[src/rtl/display_sequencer_pkg.sv]
// rtl/display_sequencer_pkg.sv - shared FSM states, segment codes and shift-word layout
package display_sequencer_pkg;

  typedef enum logic [2:0] {
    IDLE,
    LOAD,
    START,
    WAIT_ACK,
    WAIT_DONE,
    NEXT
  } state_t;

  // Segment order {g,f,e,d,c,b,a}; dp sits above them in the segment byte
  localparam logic [6:0] SEG_0    = 7'h3F;
  localparam logic [6:0] SEG_1    = 7'h06;
  localparam logic [6:0] SEG_2    = 7'h5B;
  localparam logic [6:0] SEG_3    = 7'h4F;
  localparam logic [6:0] SEG_4    = 7'h66;
  localparam logic [6:0] SEG_5    = 7'h6D;
  localparam logic [6:0] SEG_6    = 7'h7D;
  localparam logic [6:0] SEG_7    = 7'h07;
  localparam logic [6:0] SEG_8    = 7'h7F;
  localparam logic [6:0] SEG_9    = 7'h6F;
  localparam logic [6:0] SEG_DASH = 7'h40;
  localparam logic [7:0] SEG_DP   = 8'h80;

  localparam int SEL_LSB = 0;
  localparam int SEL_W   = 8;
  localparam int SEG_LSB = 8;
  localparam int SEG_W   = 8;
  localparam int IDX_W   = 3;

endpackage

[src/rtl/display_sequencer_bcd_to_7seg.sv]
// rtl/display_sequencer_bcd_to_7seg.sv - combinational BCD nibble to 7-segment decoder
module bcd_to_7seg
  import display_sequencer_pkg::*;
(
  input  logic [3:0] bcd,
  output logic [6:0] seg
);

  always_comb begin
    seg = SEG_DASH;
    unique case (bcd)
      4'd0:    seg = SEG_0;
      4'd1:    seg = SEG_1;
      4'd2:    seg = SEG_2;
      4'd3:    seg = SEG_3;
      4'd4:    seg = SEG_4;
      4'd5:    seg = SEG_5;
      4'd6:    seg = SEG_6;
      4'd7:    seg = SEG_7;
      4'd8:    seg = SEG_8;
      4'd9:    seg = SEG_9;
      default: seg = SEG_DASH;
    endcase
  end

endmodule

[src/rtl/display_sequencer.sv]
// rtl/display_sequencer.sv - sends one time frame, digit by digit, to a downstream shift register
module display_sequencer
  import display_sequencer_pkg::*;
#(
  parameter int NUM_DIGITS = 6,
  parameter int WIDTH      = 16
) (
  input  logic             i_clk,
  input  logic             i_reset_n,
  input  logic             i_refresh_stb,
  input  logic [23:0]      i_bcd_time,
  input  logic             i_colon,
  input  logic             i_blank,
  input  logic             i_busy,
  output logic [WIDTH-1:0] o_parallel_data,
  output logic             o_start_stb,
  output logic             o_busy,
  output logic             o_frame_done
);

  localparam logic [IDX_W-1:0] LAST_IDX = IDX_W'(NUM_DIGITS - 1);

  state_t           state, next_state;
  logic [IDX_W-1:0] idx;
  logic             pending;
  logic [23:0]      bcd_snap;
  logic             colon_snap;
  logic             blank_snap;
  logic             start_frame, load_word, advance;

  logic [31:0]      digits;
  logic [3:0]       nibble;
  logic [6:0]       seg7;
  logic [7:0]       seg_byte;
  logic [WIDTH-1:0] word;

  // Positions past the six time digits read as 0xF and therefore show a dash
  assign digits = {bcd_snap, 8'hFF};
  assign nibble = digits[5'd31 - {idx, 2'b00} -: 4];

  bcd_to_7seg u_dec (
    .bcd (nibble),
    .seg (seg7)
  );

  always_comb begin
    seg_byte = {1'b0, seg7};
    if (idx == '0 && nibble == 4'd0)
      seg_byte = 8'h00;
    if (colon_snap && (idx == IDX_W'(1) || idx == IDX_W'(3)))
      seg_byte = seg_byte | SEG_DP;
    if (blank_snap)
      seg_byte = 8'h00;
    word = '0;
    word[SEG_LSB +: SEG_W] = seg_byte;
    word[SEL_LSB +: SEL_W] = 8'd1 << idx;
  end

  always_ff @(posedge i_clk or negedge i_reset_n) begin
    if (!i_reset_n)
      state <= IDLE;
    else
      state <= next_state;
  end

  always_comb begin
    next_state   = state;
    start_frame  = 1'b0;
    load_word    = 1'b0;
    advance      = 1'b0;
    o_start_stb  = 1'b0;
    o_frame_done = 1'b0;
    o_busy       = (state != IDLE);
    unique case (state)
      IDLE: begin
        if (i_refresh_stb || pending) begin
          start_frame = 1'b1;
          next_state  = LOAD;
        end
      end
      LOAD: begin
        load_word  = 1'b1;
        next_state = START;
      end
      START: begin
        o_start_stb = 1'b1;
        next_state  = WAIT_ACK;
      end
      WAIT_ACK:  if (i_busy)  next_state = WAIT_DONE;
      WAIT_DONE: if (!i_busy) next_state = NEXT;
      NEXT: begin
        if (idx == LAST_IDX) begin
          o_frame_done = 1'b1;
          next_state   = IDLE;
        end else begin
          advance    = 1'b1;
          next_state = LOAD;
        end
      end
      default: next_state = IDLE;
    endcase
  end

  always_ff @(posedge i_clk or negedge i_reset_n) begin
    if (!i_reset_n) begin
      idx             <= '0;
      pending         <= 1'b0;
      bcd_snap        <= '0;
      colon_snap      <= 1'b0;
      blank_snap      <= 1'b0;
      o_parallel_data <= '0;
    end else begin
      if (start_frame) begin
        bcd_snap   <= i_bcd_time;
        colon_snap <= i_colon;
        blank_snap <= i_blank;
        idx        <= '0;
        pending    <= 1'b0;
      end else if (i_refresh_stb && state != IDLE) begin
        pending <= 1'b1;
      end
      if (advance)
        idx <= idx + IDX_W'(1);
      if (load_word)
        o_parallel_data <= word;
    end
  end

endmodule

[config.mk]
export PLATFORM = sky130hd
export DESIGN_NAME = display_sequencer
export DESIGN_NICKNAME = d
export VERILOG_FILES = /design/src/rtl/display_sequencer_pkg.sv /design/src/rtl/display_sequencer_bcd_to_7seg.sv /design/src/rtl/display_sequencer.sv
export SDC_FILE = /design/constraint.sdc
export NUM_CORES = 1
export LEC_CHECK = 0
export ABC_AREA = 1
export CAP_MARGIN = 5
export CELL_PAD_IN_SITES_DETAIL_PLACEMENT = 0
export CELL_PAD_IN_SITES_GLOBAL_PLACEMENT = 1
export CORE_UTILIZATION = 43
export DETAILED_ROUTE_END_ITERATION = 12
export PLACE_DENSITY_LB_ADDON = 0.1
export SETUP_SLACK_MARGIN = 0.05
export SYNTH_ARGS = -nofsm -noshare
export SYNTH_HDL_FRONTEND = slang
export SYNTH_SLANG_ARGS = --single-unit
[constraint.sdc]
create_clock -name i_clk -period 4.84 [get_ports i_clk]
set_input_delay 0.968 -clock i_clk [delete_from_list [all_inputs] [get_ports i_clk]]
set_output_delay 0.968 -clock i_clk [all_outputs]
set_load 0.02 [all_outputs]
# ---- Yosys cells after proc, flatten, opt, wreduce, memory -nomap -nowiden
# Memories as Yosys holds them, arrays and structs flattened.
# Cells that the tools add are included.
# W data, S select, Z words.
dict set report op_classes {
  n_addsub 2
  muxes 20
  eq_ne 11
  n_shift 2
  reduce_logical 12
}
# op count
set ops {}
lappend ops {{$shiftx A35 B6 Y4} 1}
lappend ops {{$pmux W3 S6} 1}
lappend ops {{$mux W8} 2}
lappend ops {{$mux W3} 5}
lappend ops {{$mux W1} 11}
lappend ops {{$eq A3 B2 Y1 const B} 3}
lappend ops {{$eq A3 B3 Y1 const B} 3}
lappend ops {{$shl A1 B3 Y8 const A} 1}
lappend ops {{$mux W7} 1}
lappend ops {{$eq A3 B1 Y1 const B} 2}
lappend ops {{$logic_not A3 Y1} 2}
lappend ops {{$ne A2 B2 Y1 const B} 3}
lappend ops {{$sub A5 B5 Y5 const A} 1}
lappend ops {{$logic_not A4 Y1} 1}
lappend ops {{$reduce_bool A2 Y1} 2}
lappend ops {{$add A3 B1 Y3 const B} 1}
lappend ops {{$logic_and A1 B1 Y1} 3}
lappend ops {{$reduce_and A3 Y1} 1}
lappend ops {{$reduce_bool A3 Y1} 1}
lappend ops {{$logic_or A1 B1 Y1} 2}
dict set report totals {
  in_bits 30
  rom_bits 112
  mem_count 1
  regBits 49
  elab_cells 55
  output_inout_bits 19
}
# memory words width rd rd_clocked_by_memory_dff wr line
set memory_table {}
lappend memory_table {{(no name shown)} 16 7 1 0 0 display_sequencer_bcd_to_7seg.sv:11} ;# unique case (bcd)

# ---- Longest topological paths before layout
dict set report logic_depth {
  ltp_word 7
  mapped_depth 13
  ltp_nobuf 12
}

# ---- Modules after synthesis
# A second synthesis with hierarchy kept.
dict set report hier_totals {
  cells_unflattened 280
  hier_area_um2 2573.7
}
# module instances seq_area_each_um2 area_per_inst_um2 cells_each
set by_module_without_submodules {}
lappend by_module_without_submodules {display_sequencer 1 1226.2 2381.0 244}
lappend by_module_without_submodules {bcd_to_7seg 1 0.0 192.7 36}

# ---- Worst setup path before layout
# OpenSTA, ideal clock, no wires.
dict set report synth_path {
  path_type {register to output}
  from {reg idx[1]}
  to {out o_frame_done}
  n_path_buf 0
  path_slack_ns 2.422
  required_time_ns 3.872
  arrival_time_ns 1.450
  stages_incl_launch_ff 5
  path_cell_list {dfrtp_1 -> inv_2 -> ha_1 -> nand2_1 -> nor4_1}
}
dict set report synth_via {
  elab_chain_len 3
}
# element line
set synth_lines {}
lappend synth_lines {{start: declaration} display_sequencer.sv:24} ;# logic [IDX_W-1:0] idx;
lappend synth_lines {{start signal: assignment} display_sequencer.sv:123} ;# idx <= idx + IDX_W'(1);
lappend synth_lines {{$eq A3 B3 Y1} display_sequencer.sv:92} ;# if (idx == LAST_IDX) begin
lappend synth_lines {{$mux W1} display_sequencer.sv:92}
lappend synth_lines {{$mux W1} display_sequencer.sv:74} ;# unique case (state)
lappend synth_lines {{end: declaration} display_sequencer.sv:18} ;# output logic o_frame_done
# Every way passes these cells.

# ---- Worst setup path in the final report
dict set report layout_path {
  from {reg idx[0]}
  to {out o_frame_done}
}
# Same word-level chain as after synthesis.

==> reports/qor.yml <==
clock_tree:
  cts_tree: "done"
  cts_resized: 0
  holdBufCountCts: 0
  cts_root_buf: "clkbuf_8"
  cts_sinks: 49
  clock_latency_ns: 0.31
  clk_pin_slew_ns: 0.10
  clockBufferDepth: 2
  cts-buffers-inserted: 5
  post-cts-setup-buffers: 0
  htree_levels: 2
critical_path:
  slowest_delay_ns: 0.69
  cp-end-kind: "output pin"
  critPathTopFamily: "flip-flops"
  crit_path_max_fanout: 15
  crit_chain: "ha_1 > nand2_1 > nor4_1 > clkdlybuf4s50_1"
  critPathArrivalTime_ns: 2.21
  crit_required_ns: 3.87
  crit_path_top_delay_cell: "dfrtp_1"
  cp_num_buf_inv: 1
  worstSetupPathType: "flop to output pin"
  cp-start-kind: "flop"
synth:
  ys_ff_latch: 49
  synth.avg_cell_area_um2: 10.2
  yosys_warnings: 0
  yosysTopAreaCellShare_pct: 47.6
  yosysSeqAreaShare_pct: 47.6
  synth_area_leader_cell: "dfrtp_1"
  synthTopCellsByArea: "dfrtp_1, mux2_4, nand2_1, ha_1, nand3_1"
  syn_nets: 295
  ys_types: 29
  syn_inst: 253
  synth_area_mm2: 0.00258
floorplanning:
  die-height_um: 79.4
  die_area_mm2: 0.00630
  die_w_um: 79.4
  fp.coreArea_mm2: 0.00564
  initial_core_util_pct: 45.7
  num_rows: 27
  io_pins: 49
routing:
  avgRoutedWirePerCell_um: 12.9
  routed_wl_mm: 4.81
  num_vias: 1835
  drc: 0
  dr.pass1.iters: 4
  routed_via_density: 4.91
  ant_nets: 0
  first_iter_violations: 58
timing:
  max_freq_mhz: 315
  hold_violations: 0
  period_needed_ns: 3.18
  slew_violations: 0
  rsz0062_at_grt: "no"
  setup_slack_ns: 1.66
  tightestPinTransition_ns: 1.06
  finalCritPeriodShare_pct: 65.7
  final.setup.tns_ns: 0
  finClkSkew_ns: 0.0131
  slew_headroom_pct: 29.2
  setup_viol: 0
grt:
  grt_pass1_wl_mm: 8.67
  grt_pass1_vias: 1806
  grt_usage_pct: 17.9
  antenna_found_initial: 0
  grt_max_degree: 50
  grt_overflow_total: 0
placement:
  place.gp.congestion: 0.872
  pre_cts_slack_ns: 1.97
  place_hpwl_mm: 3.54
  portBuffers: 48
final_layout:
  final_net_count: 343
  regArea_mm2: 0.00123
  finish.utilization_pct: 57.2
  final_common_cell: "nand2_1"
  drive_gt1_share_pct: 17.9
  area_delta_synth_final_pct: 25.2
  final_cell_mix: "nand2_1, dfrtp_1, clkdlybuf4s50_1, nand3_1, mux2_4"
  fillers: 509
  multi_input_area_mm2: 0.00123
  diodes: 0
min_path:
  hold_class: "flop to flop"
power:
  ir_worst_vdd_uv: 311
  leakage_nw: 1.55
  cellPowerDensity_mw_per_mm2: 670
run_status:
  outcome: "complete, no violations"
flow_run:
  max-cap-violations: 0
## metrics by stage
stage / power, mW / instance area (um2) / hold slack, ns / cells
global route: 2.35 / 3230 / 0.506 / 374
CTS: 2.19 / 3230 / 0.489 / 374
global placement: 1.82 / 3090 / 0.464 / 366
detailed placement: 1.83 / 3090 / 0.465 / 366
finish: 2.16 / 3230 / 0.482 / 374
floorplan: 1.57 / 2580 / 0.476 / 253
## registers in the layout, indices dropped and copies added, names as in the netlist
| name | flops |
|---|---|
| bcd_snap | 24 |
| blank_snap | 1 |
| colon_snap | 1 |
| idx | 3 |
| o_parallel_data | 16 |
| pending | 1 |
| state | 3 |
## cell usage after synthesis
library cell and number:
nor2_1 5, nor2_4 1, buf_2 1, inv_2 5, nor2_2 1, o22ai_1 2
nand2_1 70, o21ai_2 1, nor2_8 1, mux2_4 19, nor3_4 1, nand3_2 2
buf_4 1, ha_1 12, o21ai_4 2, dfrtp_1 49, o21ai_0 14, nor4_1 1
buf_6 3, clkbuf_1 2, o21ai_1 1, or2_4 1, nand2_2 3, o221ai_1 1
inv_1 12, nand3_1 29, mux2_2 8, a21oi_1 1, nand3b_1 4
## layout make-up
class                   instances  area share [%]
clock buffers                   5            2.13
clock inverters                 3            2.13
inverters                      17            1.98
multi-input cells             180            38.2
flip-flops and latches         49            38.0
well taps                      72            2.79
repair buffers                 48            14.7
## path summary, 6_finish.rpt
path,start,to,slack [ns],cells after the start
setup / recovery,idx[0]$_DFFE_PN0P_,o_frame_done,1.66,4
hold / removal,o_parallel_data[14]$_DFFE_PN0N_,o_parallel_data[14]$_DFFE_PN0N_,0.48,2
setup reg to reg,idx[0]$_DFFE_PN0P_,o_parallel_data[10]$_DFFE_PN0N_,2.59,10
hold reg to reg,o_parallel_data[14]$_DFFE_PN0N_,o_parallel_data[14]$_DFFE_PN0N_,0.48,2
max in group asynchronous,i_reset_n,state[2]$_DFFE_PN0P_,3.34,1
min in group asynchronous,i_reset_n,o_parallel_data[3]$_DFFE_PN0N_,0.84,1
## worst reg2reg max path: cells and delay by family (launching register included)
kind            cells  cell delay [ns]
buf+inv             1             0.26
compound gates      2             0.34
flops               1             0.69
fa+ha+maj           1             0.19
simple gates        6             0.67
## metal layers
metal,track usage (%),part of all wire (%),vias to the layer above
met5,0,0,-
met4,4.91,0.50,0
met3,4.00,3.3,2
met2,29.1,47,37
met1,23.8,49,861
li1,-,-,935
## kinds of logic (layout without fill, tap and decap cells)
kind of cell | after synthesis | count (layout) | synth area share (%)
multiplexers | 27 | 27 | 14.6
AND/OR/NAND/NOR | 119 | 119 | 21.9
adder cells (fa/ha/maj) | 12 | 12 | 5.83
flip-flops | 49 | 49 | 47.6
AO/OA/AOI/OAI | 22 | 22 | 5.54
buffers and inverters | 24 | 73 | 4.57
## power breakdown
group / total (mW) / switching, mW / internal (mW)
clock network: 0.350 / 0.142 / 0.208
logic: 1.10 / 0.572 / 0.525
registers: 0.714 / 0.130 / 0.584
total: 2.16 / 0.843 / 1.32
No activity file was read; power rests on OpenSTA's default activity.
